===== src/rtl/pipelined_add_sub_if.sv =====
// Operand/result handshake bundle for pipelined_add_sub.
// The block itself takes the slave view; the operand source/result sink takes master.
interface pipelined_add_sub_if #(
    parameter int unsigned WIDTH = 8
) ();
    logic             in_valid;
    logic             in_ready;
    logic [WIDTH-1:0] a;
    logic [WIDTH-1:0] b;
    logic             sub;
    logic             out_valid;
    logic             out_ready;
    logic [WIDTH-1:0] sum;
    logic             carry_out;
    logic             overflow;

    modport master (
        output in_valid, a, b, sub, out_ready,
        input  in_ready, out_valid, sum, carry_out, overflow
    );

    modport slave (
        input  in_valid, a, b, sub, out_ready,
        output in_ready, out_valid, sum, carry_out, overflow
    );
endinterface


===== src/rtl/pipelined_add_sub.sv =====
// Pipelined two's-complement adder/subtractor: the carry chain is cut into STAGES equal
// chunks with one register stage each, valid/ready on both sides with full backpressure.
module pipelined_add_sub #(
    parameter int unsigned WIDTH  = 8,
    parameter int unsigned STAGES = 2
) (
    input  logic               clk,
    input  logic               rst_n,
    pipelined_add_sub_if.slave bus
);
    localparam int unsigned CW   = WIDTH / STAGES;
    localparam int unsigned LAST = STAGES - 1;

    if (WIDTH < 1 || STAGES < 1 || STAGES > WIDTH || (WIDTH % STAGES) != 0) begin : gen_bad_param
        $error("pipelined_add_sub: need 1 <= STAGES <= WIDTH and WIDTH a multiple of STAGES");
    end

    logic [STAGES-1:0] w_valid;
    logic [STAGES-1:0] w_load;
    logic [STAGES-1:0] w_move;
    logic [STAGES:0]   w_take;
    logic [STAGES-1:0] w_carry;
    logic [WIDTH-1:0]  w_sum [STAGES];
    logic [WIDTH-1:0]  w_a   [STAGES];
    logic [WIDTH-1:0]  w_b   [STAGES];
    logic [WIDTH-1:0]  w_b_cond;

    assign w_b_cond = bus.sub ? ~bus.b : bus.b;

    // The consumer acts as stage STAGES; readiness ripples back one stage per loop step.
    always_comb begin
        w_take         = '0;
        w_move         = '0;
        w_take[STAGES] = bus.out_ready;
        for (int k = int'(LAST); k >= 0; k--) begin
            w_move[k] = w_valid[k] & w_take[k+1];
            w_take[k] = ~w_valid[k] | w_move[k];
        end
    end

    assign w_load       = w_take[STAGES-1:0];
    assign bus.in_ready = rst_n & w_load[0];

    for (genvar k = 0; k < int'(STAGES); k++) begin : gen_stage
        logic             w_src_v;
        logic             w_src_c;
        logic [WIDTH-1:0] w_src_a;
        logic [WIDTH-1:0] w_src_b;
        logic [WIDTH-1:0] w_src_sum;
        logic [WIDTH-1:0] w_new_sum;
        logic [CW:0]      w_chunk;
        logic             r_valid;
        logic             r_carry;
        logic [WIDTH-1:0] r_sum;
        logic [WIDTH-1:0] r_a;
        logic [WIDTH-1:0] r_b;

        if (k == 0) begin : gen_head
            assign w_src_v   = bus.in_valid;
            assign w_src_c   = bus.sub;
            assign w_src_a   = bus.a;
            assign w_src_b   = w_b_cond;
            assign w_src_sum = '0;
        end else begin : gen_body
            assign w_src_v   = w_valid[k-1];
            assign w_src_c   = w_carry[k-1];
            assign w_src_a   = w_a[k-1];
            assign w_src_b   = w_b[k-1];
            assign w_src_sum = w_sum[k-1];
        end

        assign w_chunk = {1'b0, w_src_a[k*CW +: CW]} + {1'b0, w_src_b[k*CW +: CW]}
                       + {{CW{1'b0}}, w_src_c};

        always_comb begin
            w_new_sum                = w_src_sum;
            w_new_sum[k*CW +: CW]    = w_chunk[CW-1:0];
        end

        // Data registers only capture real beats so an emptied stage keeps its last result.
        always_ff @(posedge clk) begin
            if (!rst_n) begin
                r_valid <= 1'b0;
                r_carry <= 1'b0;
                r_sum   <= '0;
                r_a     <= '0;
                r_b     <= '0;
            end else if (w_load[k]) begin
                r_valid <= w_src_v;
                if (w_src_v) begin
                    r_carry <= w_chunk[CW];
                    r_sum   <= w_new_sum;
                    r_a     <= w_src_a;
                    r_b     <= w_src_b;
                end
            end
        end

        assign w_valid[k] = r_valid;
        assign w_carry[k] = r_carry;
        assign w_sum[k]   = r_sum;
        assign w_a[k]     = r_a;
        assign w_b[k]     = r_b;
    end

    assign bus.out_valid = w_valid[LAST];
    assign bus.sum       = w_sum[LAST];
    assign bus.carry_out = w_carry[LAST];
    assign bus.overflow  = (w_a[LAST][WIDTH-1] == w_b[LAST][WIDTH-1])
                         && (w_sum[LAST][WIDTH-1] != w_a[LAST][WIDTH-1]);
endmodule


===== src/flat_wrapper.sv =====
// flat-port wrapper written by rule: the top's interface ports become plain ports
module pipelined_add_sub_flat 
#(
    parameter int unsigned WIDTH  = 8,
    parameter int unsigned STAGES = 2
)
  (clk, rst_n, bus_in_valid, bus_a, bus_b, bus_sub, bus_out_ready, bus_in_ready, bus_out_valid, bus_sum, bus_carry_out, bus_overflow);
  pipelined_add_sub_if #(.WIDTH(WIDTH)) bus_i ();
  input  logic clk;
  input  logic rst_n;
  input wire logic [$bits(bus_i.in_valid)-1:0] bus_in_valid;
  input wire logic [$bits(bus_i.a)-1:0] bus_a;
  input wire logic [$bits(bus_i.b)-1:0] bus_b;
  input wire logic [$bits(bus_i.sub)-1:0] bus_sub;
  input wire logic [$bits(bus_i.out_ready)-1:0] bus_out_ready;
  output wire logic [$bits(bus_i.in_ready)-1:0] bus_in_ready;
  output wire logic [$bits(bus_i.out_valid)-1:0] bus_out_valid;
  output wire logic [$bits(bus_i.sum)-1:0] bus_sum;
  output wire logic [$bits(bus_i.carry_out)-1:0] bus_carry_out;
  output wire logic [$bits(bus_i.overflow)-1:0] bus_overflow;
  assign bus_i.in_valid = bus_in_valid;
  assign bus_i.a = bus_a;
  assign bus_i.b = bus_b;
  assign bus_i.sub = bus_sub;
  assign bus_i.out_ready = bus_out_ready;
  assign bus_in_ready = bus_i.in_ready;
  assign bus_out_valid = bus_i.out_valid;
  assign bus_sum = bus_i.sum;
  assign bus_carry_out = bus_i.carry_out;
  assign bus_overflow = bus_i.overflow;
  pipelined_add_sub #(.WIDTH(WIDTH), .STAGES(STAGES)) u_core (.clk(clk), .rst_n(rst_n), .bus(bus_i));
endmodule

===== config.mk =====
export PLATFORM = sky130hd
export DESIGN_NAME = pipelined_add_sub_flat
export DESIGN_NICKNAME = d
export VERILOG_FILES = /design/src/rtl/pipelined_add_sub_if.sv /design/src/rtl/pipelined_add_sub.sv /design/src/flat_wrapper.sv
export SDC_FILE = /design/constraint.sdc
export NUM_CORES = 1
export LEC_CHECK = 0
export ABC_AREA = 1
export CORE_ASPECT_RATIO = 0.5
export CORE_MARGIN = 2
export CORE_UTILIZATION = 25
export CTS_CLUSTER_SIZE = 12
export DETAILED_ROUTE_END_ITERATION = 10
export PLACE_DENSITY_LB_ADDON = 0.12
export SLEW_MARGIN = 25
export SYNTH_ARGS = -nofsm -noshare
export SYNTH_HDL_FRONTEND = slang
export SYNTH_SLANG_ARGS = --single-unit

===== constraint.sdc =====
create_clock -name clk -period 1.7 [get_ports clk]
set_clock_uncertainty 0.15 [all_clocks]
set_input_delay 0.17 -clock clk [delete_from_list [all_inputs] [get_ports clk]]
set_output_delay 0.17 -clock clk [all_outputs]
set_load 0.02 [all_outputs]

==> impl_metrics.json, run 1 <==
{
  "endpoint_kind": "flop",
  "area_growth_syn_to_layout_pct": 37.9,
  "post_dp_cell_area_um2": 1690,
  "critPathRequiredTime_ps": 1760,
  "met2_usage": 0.175,
  "status": "completed",
  "gp_congestion": 0.703,
  "boundaryPins": 33,
  "synth.distinct_cells": 21,
  "rsz0062_at_grt": "yes",
  "grt_pass1_wl_um": 4410,
  "clock_latency_ps": 270,
  "netlist_area_um2": 1270,
  "dp_hpwl_um": 2120,
  "rows": 18,
  "cts_buffers": 3,
  "cts_setup_buffers": 0,
  "grt.busiest_layer": "met2",
  "yosys_register_bits": 26,
  "min_path_type": "flop to flop",
  "grt-ovfl-total": 0,
  "drtPass1Iterations": 3,
  "power.density_nw_per_um2": 814,
  "holdCritStartpoint": "u_core.bus.sum[4]",
  "port-buffer-count": 32,
  "cts.htree.levels": 1,
  "pwr-share-seq": 0.482,
  "vias": 1061,
  "worst-path-max-fanout": 2,
  "finalCritPeriodShare": 0.942,
  "power_frac_comb": 0.237,
  "dieWidth_um": 105,
  "cts_tree": "yes",
  "antenna_found_initial": 0,
  "grt_use_met1": 0.123,
  "power.internal_w": 0.00103,
  "met3_usage": 0.0345,
  "reg2reg_to": "u_core.bus.carry_out",
  "slew_violations": 0,
  "fmax_mhz": 624,
  "yosysTopAreaCell": "dfxtp_1",
  "crit_path_end": "u_core.bus.carry_out",
  "ys_seq_area_frac": 0.411,
  "clkSinkCount": 26,
  "cts_buffer_depth": 2,
  "worstMarginPinSlew_ps": 271,
  "min_period_ps": 1600,
  "finalHoldViolCount": 0,
  "ys_top_cells_by_area": "dfxtp_1 41%, a21oi_1 7.9%, nor2_1 7.7%, ha_1 5.9%, o21ai_0 5.1%",
  "synth_top_area_share": 0.411,
  "wire_per_inst_um": 10.3,
  "dieArea_um2": 5680,
  "root_buffer": "clkbuf_8",
  "grtUsageTotal": 0.101,
  "first_iter_violations": 15,
  "fill_cells": 546,
  "final_area_um2": 1750,
  "syn-instance-count": 155,
  "synth_nets": 185,
  "grt_max_degree": 23,
  "power_leakage_nw": 0.728,
  "pwr-share-clk": 0.281,
  "synth.avg_cell_area_um2": 8.17,
  "relSlewSlack": 0.819,
  "final-setup-viol-count": 0,
  "maxCapViolations": 0,
  "setup-tns-final_ps": 0,
  "antenna_left": 0,
  "layout.nets": 224,
  "layout-drive-gt1-share": 0.135,
  "switching_share": 0.275,
  "crit_type": "flop to flop",
  "crit_start": "u_core.gen_stage[0].r_b[4]",
  "drc_errors": 0,
  "coreArea_um2": 4910,
  "diodes": 0,
  "grt_pass1_vias": 952,
  "cts-resized-gates": 6,
  "drt_wl_total_um": 2700,
  "cp.arrival_ps": 1660,
  "vias_per_cell": 4.03,
  "r2r-start": "u_core.gen_stage[0].r_b[4]",
  "ys_warn_count": 0,
  "critPathLaunchType": "flop",
  "power_switching_w": 0.000390,
  "hold_buffers": 0,
  "cts.reportedPaths.clkPinSlew_ps": 90,
  "start_util": 0.258,
  "r2r_cells": 6,
  "die_h_um": 54.3,
  "peakVddDrop_mv": 0.290,
  "r2r_setup_slack_ps": 100
}
## power groups by stage
| stage | Clock, W | Combinational, W | Sequential [W] |
|---|---|---|---|
| 6_report | 0.000400 | 0.000336 | 0.000685 |
| 5_1_grt | 0.000445 | 0.000380 | 0.000691 |
| 4_1_cts | 0.000431 | 0.000342 | 0.000685 |
| 3_5_place_dp | 0 | 0.000345 | 0.000699 |
| 3_3_place_gp | 0 | 0.000342 | 0.000698 |
| 2_1_floorplan | 0 | 0.000189 | 0.000714 |
## cell usage after synthesis (all sizes together)
master  count
a21o        1
a21oi      21
buf         5
clkbuf      1
dfxtp      26
fa          3
ha          6
inv        13
nand2      15
nand3       4
nor2       26
o21ai      24
xnor2       3
xor2        7
## critical path, stage by stage, from the launching register on
cell	delay, ps
dfxtp_2	350
fa_2	240
inv_1	60
fa_1	400
o21ai_1	150
nand2_1	80
a21oi_2	120
## how the worst min path moves through the flow
stage                                         to  slack (ps)  cells after the start
floorplan                      u_core.bus.sum[5]         160                      2
global placement    u_core.gen_stage[0].r_sum[1]         310                      2
detailed placement  u_core.gen_stage[0].r_sum[1]         330                      2
CTS                   u_core.gen_stage[0].r_a[6]         340                      3
global route          u_core.gen_stage[0].r_a[6]         340                      3
finish                         u_core.bus.sum[4]         340                      2
## cell families after synthesis
kind of cell,after synthesis,share of synthesized area
buffers and inverters,19,0.0751
AND/OR/NAND/NOR,45,0.151
AO/OA/AOI/OAI,46,0.187
adder cells (fa/ha/maj),9,0.107
flip-flops,26,0.411
XOR/XNOR,10,0.0692
## metrics by stage
stage | setup WS, ps | power (W) | hold slack, ps | instances | util
after global placement | -297 | 0.00104 | 311 | 259 | 0.344
after detailed placement | -330 | 0.00104 | 326 | 259 | 0.344
final | 98.0 | 0.00142 | 339 | 263 | 0.356
after global routing | -13.7 | 0.00152 | 337 | 263 | 0.356
after floorplan | 146 | 0.000903 | 158 | 155 | -
after CTS | 37.0 | 0.00146 | 337 | 263 | 0.355
## sequential cells by signal, indices dropped and copies added (netlist names)
register / flops
u_core.gen_stage.r_carry: 1
u_core.gen_stage.r_a: 5
u_core.gen_stage.r_valid: 1
u_core.bus.sum: 8
u_core.bus.carry_out: 1
u_core.gen_stage.r_b: 5
u_core.gen_stage.r_sum: 4
u_core.bus.out_valid: 1
## layout by cell type, fill, tap and decap left out
cell type and instances:
a21o_1 1, nor2_1 26, inv_2 3, fa_2 2
xor2_1 7, a21oi_1 20, fa_1 1, o21ai_0 12
nand2_2 5, xnor2_1 3, nand3_1 3, nand2_1 10
dfxtp_2 2, nand3_2 1, o21ai_1 12, dlygate4sd2_1 3
dfxtp_1 24, buf_4 8, clkbuf_8 4, a21oi_2 1
clkdlybuf4s50_1 29, ha_1 6, inv_1 10
## per-layer routing
layer  wire length, um  share of wire
met5                 0              0
met4                16         0.0059
met3               118          0.044
met2              1230           0.46
met1              1330           0.49
## area by class of cell
class | count | area [um2] | share of cell area
multi-input cells | 110 | 656 | 0.375
flip-flops and latches | 26 | 523 | 0.299
repair buffers | 40 | 377 | 0.216
well taps | 70 | 87.6 | 0.0501
clock buffers | 4 | 55.1 | 0.0315
inverters | 13 | 48.8 | 0.0279
Power figures use the tool's default switching activity.
==> run 2, diff against run 1 <==
CAP_MARGIN = 0   (was not set)
CTS_BUF_LIST = sky130_fd_sc_hd__clkbuf_2   (was not set)
==> run 2 against run 1 <==
Flip-flop and latch count did not move. Critical path type unchanged. Via count fell by 0.75%. Combinational power fell by 3%. Largest cell class unchanged. Non-clock buffer count did not move. First-iteration DRC count did not move.
==> impl_metrics.json, run 2 (synthesized netlist as in run 1, its figures left out) <==
{
  "cts.reportedPaths.clkPinSlew_ps": 240,
  "min_path_type": "input pin to flop",
  "largest_reg_flops": 8,
  "drt_wl_total_um": 2690,
  "multi_input_area_um2": 656,
  "rsz0062_at_grt": "no",
  "critPathLaunchType": "flop",
  "post_dp_cell_area_um2": 1690,
  "rows": 18,
  "slew_violations": 0,
  "crit_path_frequent_cell": "fa_2",
  "crit_start": "u_core.gen_stage[0].r_b[4]",
  "cts.htree.levels": 1,
  "peakVddDrop_mv": 0.284,
  "wire_per_inst_um": 10.2,
  "final-setup-viol-count": 0,
  "r2r-start": "u_core.gen_stage[0].r_b[4]",
  "critPathRequiredTime_ps": 1850,
  "finalCritPeriodShare": 0.953,
  "hold_buffers": 0,
  "seq_area_um2": 527,
  "diodes": 0,
  "holdCritStartpoint": "bus_a[6]",
  "path_cells": "fa_2 -> inv_1 -> fa_2 -> a21oi_1",
  "gp_congestion": 0.703,
  "r2r_setup_slack_ps": 80,
  "grt_pass1_wl_um": 4460,
  "dp_hpwl_um": 2120,
  "root_buffer": "clkbuf_2",
  "min_period_ps": 1620,
  "antenna_found_initial": 0,
  "crit_type": "flop to flop",
  "endpoint_kind": "flop",
  "grt-ovfl-total": 0,
  "layout.nets": 224,
  "status": "completed",
  "boundaryPins": 33,
  "dieArea_um2": 5680,
  "antenna_left": 0,
  "slowest_delay_ps": 420,
  "area_growth_syn_to_layout_pct": 34.8,
  "layout_setup_ws_ps": 79.6,
  "cp_slowest_cell": "fa_2",
  "drc_errors": 0,
  "crit_path_end": "u_core.bus.sum[5]",
  "start_util": 0.258,
  "clkSinkCount": 26,
  "port-buffer-count": 32,
  "reg2reg_to": "u_core.bus.sum[5]",
  "final_common_cell": "nor2_1",
  "finalHoldViolCount": 0,
  "coreArea_um2": 4910,
  "final_area_um2": 1710,
  "power_leakage_nw": 0.775,
  "die_h_um": 54.3,
  "first_iter_violations": 15,
  "dieWidth_um": 105,
  "worst-path-max-fanout": 2,
  "fill_cells": 555,
  "place_ws_ps": -330,
  "maxCapViolations": 0,
  "cts_buffer_depth": 2,
  "clock_latency_ps": 350,
  "r2r_cells": 4,
  "cp.arrival_ps": 1780,
  "cts_buffers": 3,
  "worstMarginPinSlew_ps": 263,
  "mostFrequentLayoutCells": "26 x nor2_1, 21 x dfxtp_1, 20 x a21oi_1, 20 x clkdlybuf4s50_1",
  "grt_max_degree": 23,
  "relSlewSlack": 0.824,
  "fmax_mhz": 617,
  "vias": 1053,
  "vias_per_cell": 4.00,
  "layout-drive-gt1-share": 0.150,
  "power.density_nw_per_um2": 731,
  "grt_pass1_vias": 968,
  "grtUsageTotal": 0.101,
  "cts_tree": "yes",
  "drtPass1Iterations": 4
}
## run 2: changes by cell type in the layout (fill, tap and decap cells not counted), sizes merged
cell,before,now
buf,8,9
clkbuf,4,3
clkdlybuf4s50,29,20
clkinv,0,1
dlygate4sd2,3,9
dlymetal6s2s,0,2
## run 2: per-layer routing
layer	vias up	wire length [um]	GRT usage
met1	448	1340	0.123
met4	0	21	0.0200
met3	2	111	0.0345
met2	18	1220	0.180
met5	-	0	0
li1	585	-	-
## run 2: per-stage QoR
| step | hold slack (ps) | std cells | TNS, ps | util | power (W) |
|---|---|---|---|---|---|
| 3_3_place_gp | 311 | 259 | -991 | 0.344 | 0.00104 |
| 6_report | 232 | 263 | 0 | 0.348 | 0.00125 |
| 4_1_cts | 192 | 263 | 0 | 0.347 | 0.00129 |
| 3_5_place_dp | 326 | 259 | -1160 | 0.344 | 0.00104 |
| 2_1_floorplan | 158 | 155 | 0 | - | 0.000903 |
| 5_1_grt | 175 | 263 | 0 | 0.348 | 0.00135 |
## run 2: worst min path at each step
stage,to,slack [ps],depth (start not counted)
floorplan,u_core.bus.sum[5],160,2
global placement,u_core.gen_stage[0].r_sum[1],310,2
detailed placement,u_core.gen_stage[0].r_sum[1],330,2
CTS,u_core.gen_stage[0].r_a[6],190,3
global route,u_core.gen_stage[0].r_a[6],180,3
finish,u_core.gen_stage[0].r_a[6],230,3
## run 2: layout make-up
type | count | area share
inverters | 13 | 0.0286
clock buffers | 3 | 0.00880
multi-input cells | 110 | 0.384
clock inverters | 1 | 0.00220
flip-flops and latches | 26 | 0.309
repair buffers | 40 | 0.216
well taps | 70 | 0.0513
## run 2: critical path, delay by kind of cell, from the launching register on
family                   cells  cell delay (ps)
adder cells (fa/ha/maj)      2              830
AO/OA/AOI/OAI                1              120
buffers and inverters        1               90
flip-flops                   1              390
## run 2: power by group
part | switching [W] | internal, W | total [W]
logic | 0.000170 | 0.000156 | 0.000327
clock network | 0.000183 | 0.0000511 | 0.000234
registers | 0.0000264 | 0.000661 | 0.000687
total | 0.000379 | 0.000868 | 0.00125
## run 2: timing repair
| item | 4_1_cts | 5_1_grt |
|---|---|---|
| setup endpoints to repair | 11 | 5 |
| setup buffers | 0 | 0 |
| resized for setup | 16 | 7 |
| pin swaps | 0 | 1 |
==> run 3, diff against run 2 <==
CORE_MARGIN = not set   (was 2)
==> run 3 against run 2 <==
Via count is 3.7% higher. Routed wire length shrank 1.6%. Register-to-register slack is essentially flat. First-iteration DRC count grew 47%. Global-route usage up 0.70 points. Largest cell class unchanged.
==> impl_metrics.json, run 3 (synthesized netlist as in run 1, its figures left out) <==
{
  "crit_type": "flop to flop",
  "grt.busiest_layer": "met2",
  "largest_reg_flops": 8,
  "area_growth_syn_to_layout_pct": 36.3,
  "layout-drive-gt1-share": 0.149,
  "peakVddDrop_mv": 0.242,
  "layout_setup_ws_ps": 86.8,
  "finalHoldViolCount": 0,
  "rows": 17,
  "finalCritPeriodShare": 0.949,
  "root_buffer": "clkbuf_2",
  "r2r_setup_slack_ps": 90,
  "cts.htree.levels": 1,
  "final-setup-viol-count": 0,
  "first_iter_violations": 22,
  "drtPass1Iterations": 4,
  "status": "completed",
  "slew_violations": 0,
  "endpoint_kind": "flop",
  "boundaryPins": 33,
  "layout.nets": 225,
  "cts_tree": "yes",
  "grtUsageTotal": 0.108,
  "worst-path-max-fanout": 2,
  "dieArea_um2": 5370,
  "switching_share": 0.304,
  "power_leakage_nw": 0.841,
  "coreArea_um2": 4620,
  "drc_errors": 0,
  "power_frac_comb": 0.265,
  "clkSinkCount": 26,
  "cts.reportedPaths.clkPinSlew_ps": 240,
  "post_dp_cell_area_um2": 1680,
  "slowest_delay_ps": 400,
  "grt_pass1_vias": 939,
  "fin_cells": 260,
  "gp_congestion": 0.758,
  "rsz0062_at_grt": "no",
  "dieWidth_um": 103,
  "vias": 1092,
  "critPathLaunchType": "flop",
  "cp.arrival_ps": 1780,
  "grt_use_met1": 0.132,
  "critPathRequiredTime_ps": 1870,
  "power_switching_w": 0.000382,
  "wire_per_inst_um": 10.2,
  "cts_buffers": 3,
  "dp_hpwl_um": 2040,
  "maxCapViolations": 0,
  "antenna_left": 0,
  "met3_usage": 0.0373,
  "start_util": 0.274,
  "worstMarginPinSlew_ps": 267,
  "drt_wl_total_um": 2650,
  "met2_usage": 0.179,
  "cp_slowest_cell": "dfxtp_2",
  "mostFrequentLayoutCells": "26 x nor2_1, 21 x dfxtp_1, 20 x a21oi_1, 20 x clkdlybuf4s50_1",
  "path_cells": "fa_2 -> inv_1 -> fa_1 -> o21ai_1 -> nand2_1 -> a21oi_2",
  "clock_latency_ps": 350,
  "fill_cells": 520,
  "min_path_type": "input pin to flop",
  "pwr-share-clk": 0.187,
  "final_common_cell": "nor2_1",
  "port-buffer-count": 32,
  "power.internal_w": 0.000874,
  "cts_buffer_depth": 2,
  "place_ws_ps": -325,
  "grt_max_degree": 24,
  "min_period_ps": 1610,
  "vias_per_cell": 4.20,
  "pwr-share-seq": 0.548,
  "final_area_um2": 1730,
  "die_h_um": 52.3,
  "dpl.cell_count": 255,
  "power.density_nw_per_um2": 728,
  "grt_pass1_wl_um": 4270,
  "fmax_mhz": 620,
  "antenna_found_initial": 0,
  "diodes": 0,
  "grt-ovfl-total": 0,
  "relSlewSlack": 0.822
}
==> run 3: repair_timing <==
item,CTS,global route
gates resized for setup,7,15
gates cloned,0,0
pin swaps,0,1
buffers inserted,0,1
hold buffers,0,0
endpoints found under the setup margin,5,11
==> run 3: area by class of cell <==
type	instances	area, um2	area share
Clock buffer	3	15.0	0.00870
Clock inverter	1	3.75	0.00218
Inverter	13	48.8	0.0283
Multi-Input combinational cell	110	653	0.379
Sequential cell	26	527	0.305
Tap cell	66	82.6	0.0479
Timing Repair Buffer	41	395	0.229
==> run 3: critical path, delay by kind of cell (launching register included) <==
family	cells	cell delay (ps)
compound gates	2	260
fa+ha+maj	2	630
buf+inv	1	60
flops	1	400
simple gates	1	80
==> run 3: final timing paths <==
| check | startpoint | end | depth (start not counted) |
|---|---|---|---|
| setup / recovery | u_core.gen_stage[0].r_b[4] | u_core.bus.carry_out | 6 |
| hold / removal | bus_a[4] | u_core.gen_stage[0].r_a[4] | 3 |
| setup reg to reg | u_core.gen_stage[0].r_b[4] | u_core.bus.carry_out | 6 |
| hold reg to reg | u_core.gen_stage[0].r_b[7] | u_core.gen_stage[1].r_b[7] | 2 |
==> run 3: stage by stage <==
stage / TNS (ps) / total power [W] / utilization / hold WS, ps
floorplan: 0 / 0.000903 / - / 158
global placement: -983 / 0.00104 / 0.365 / 313
detailed placement: -1130 / 0.00104 / 0.365 / 322
CTS: 0 / 0.00128 / 0.368 / 212
global route: 0 / 0.00135 / 0.374 / 181
finish: 0 / 0.00126 / 0.374 / 237
==> run 3: per-layer routing <==
metal	up-vias	routed length [um]
met5	-	0
met3	2	157
met4	0	24
met1	483	1380
met2	23	1090
li1	584	-
==> run 3: power by group through the flow <==
| stage | Sequential (W) | Clock [W] | Combinational, W |
|---|---|---|---|
| after CTS | 0.000687 | 0.000256 | 0.000339 |
| after global placement | 0.000698 | 0 | 0.000340 |
| final | 0.000687 | 0.000235 | 0.000333 |
| after global routing | 0.000695 | 0.000277 | 0.000379 |
| after detailed placement | 0.000699 | 0 | 0.000342 |
| after floorplan | 0.000714 | 0 | 0.000189 |
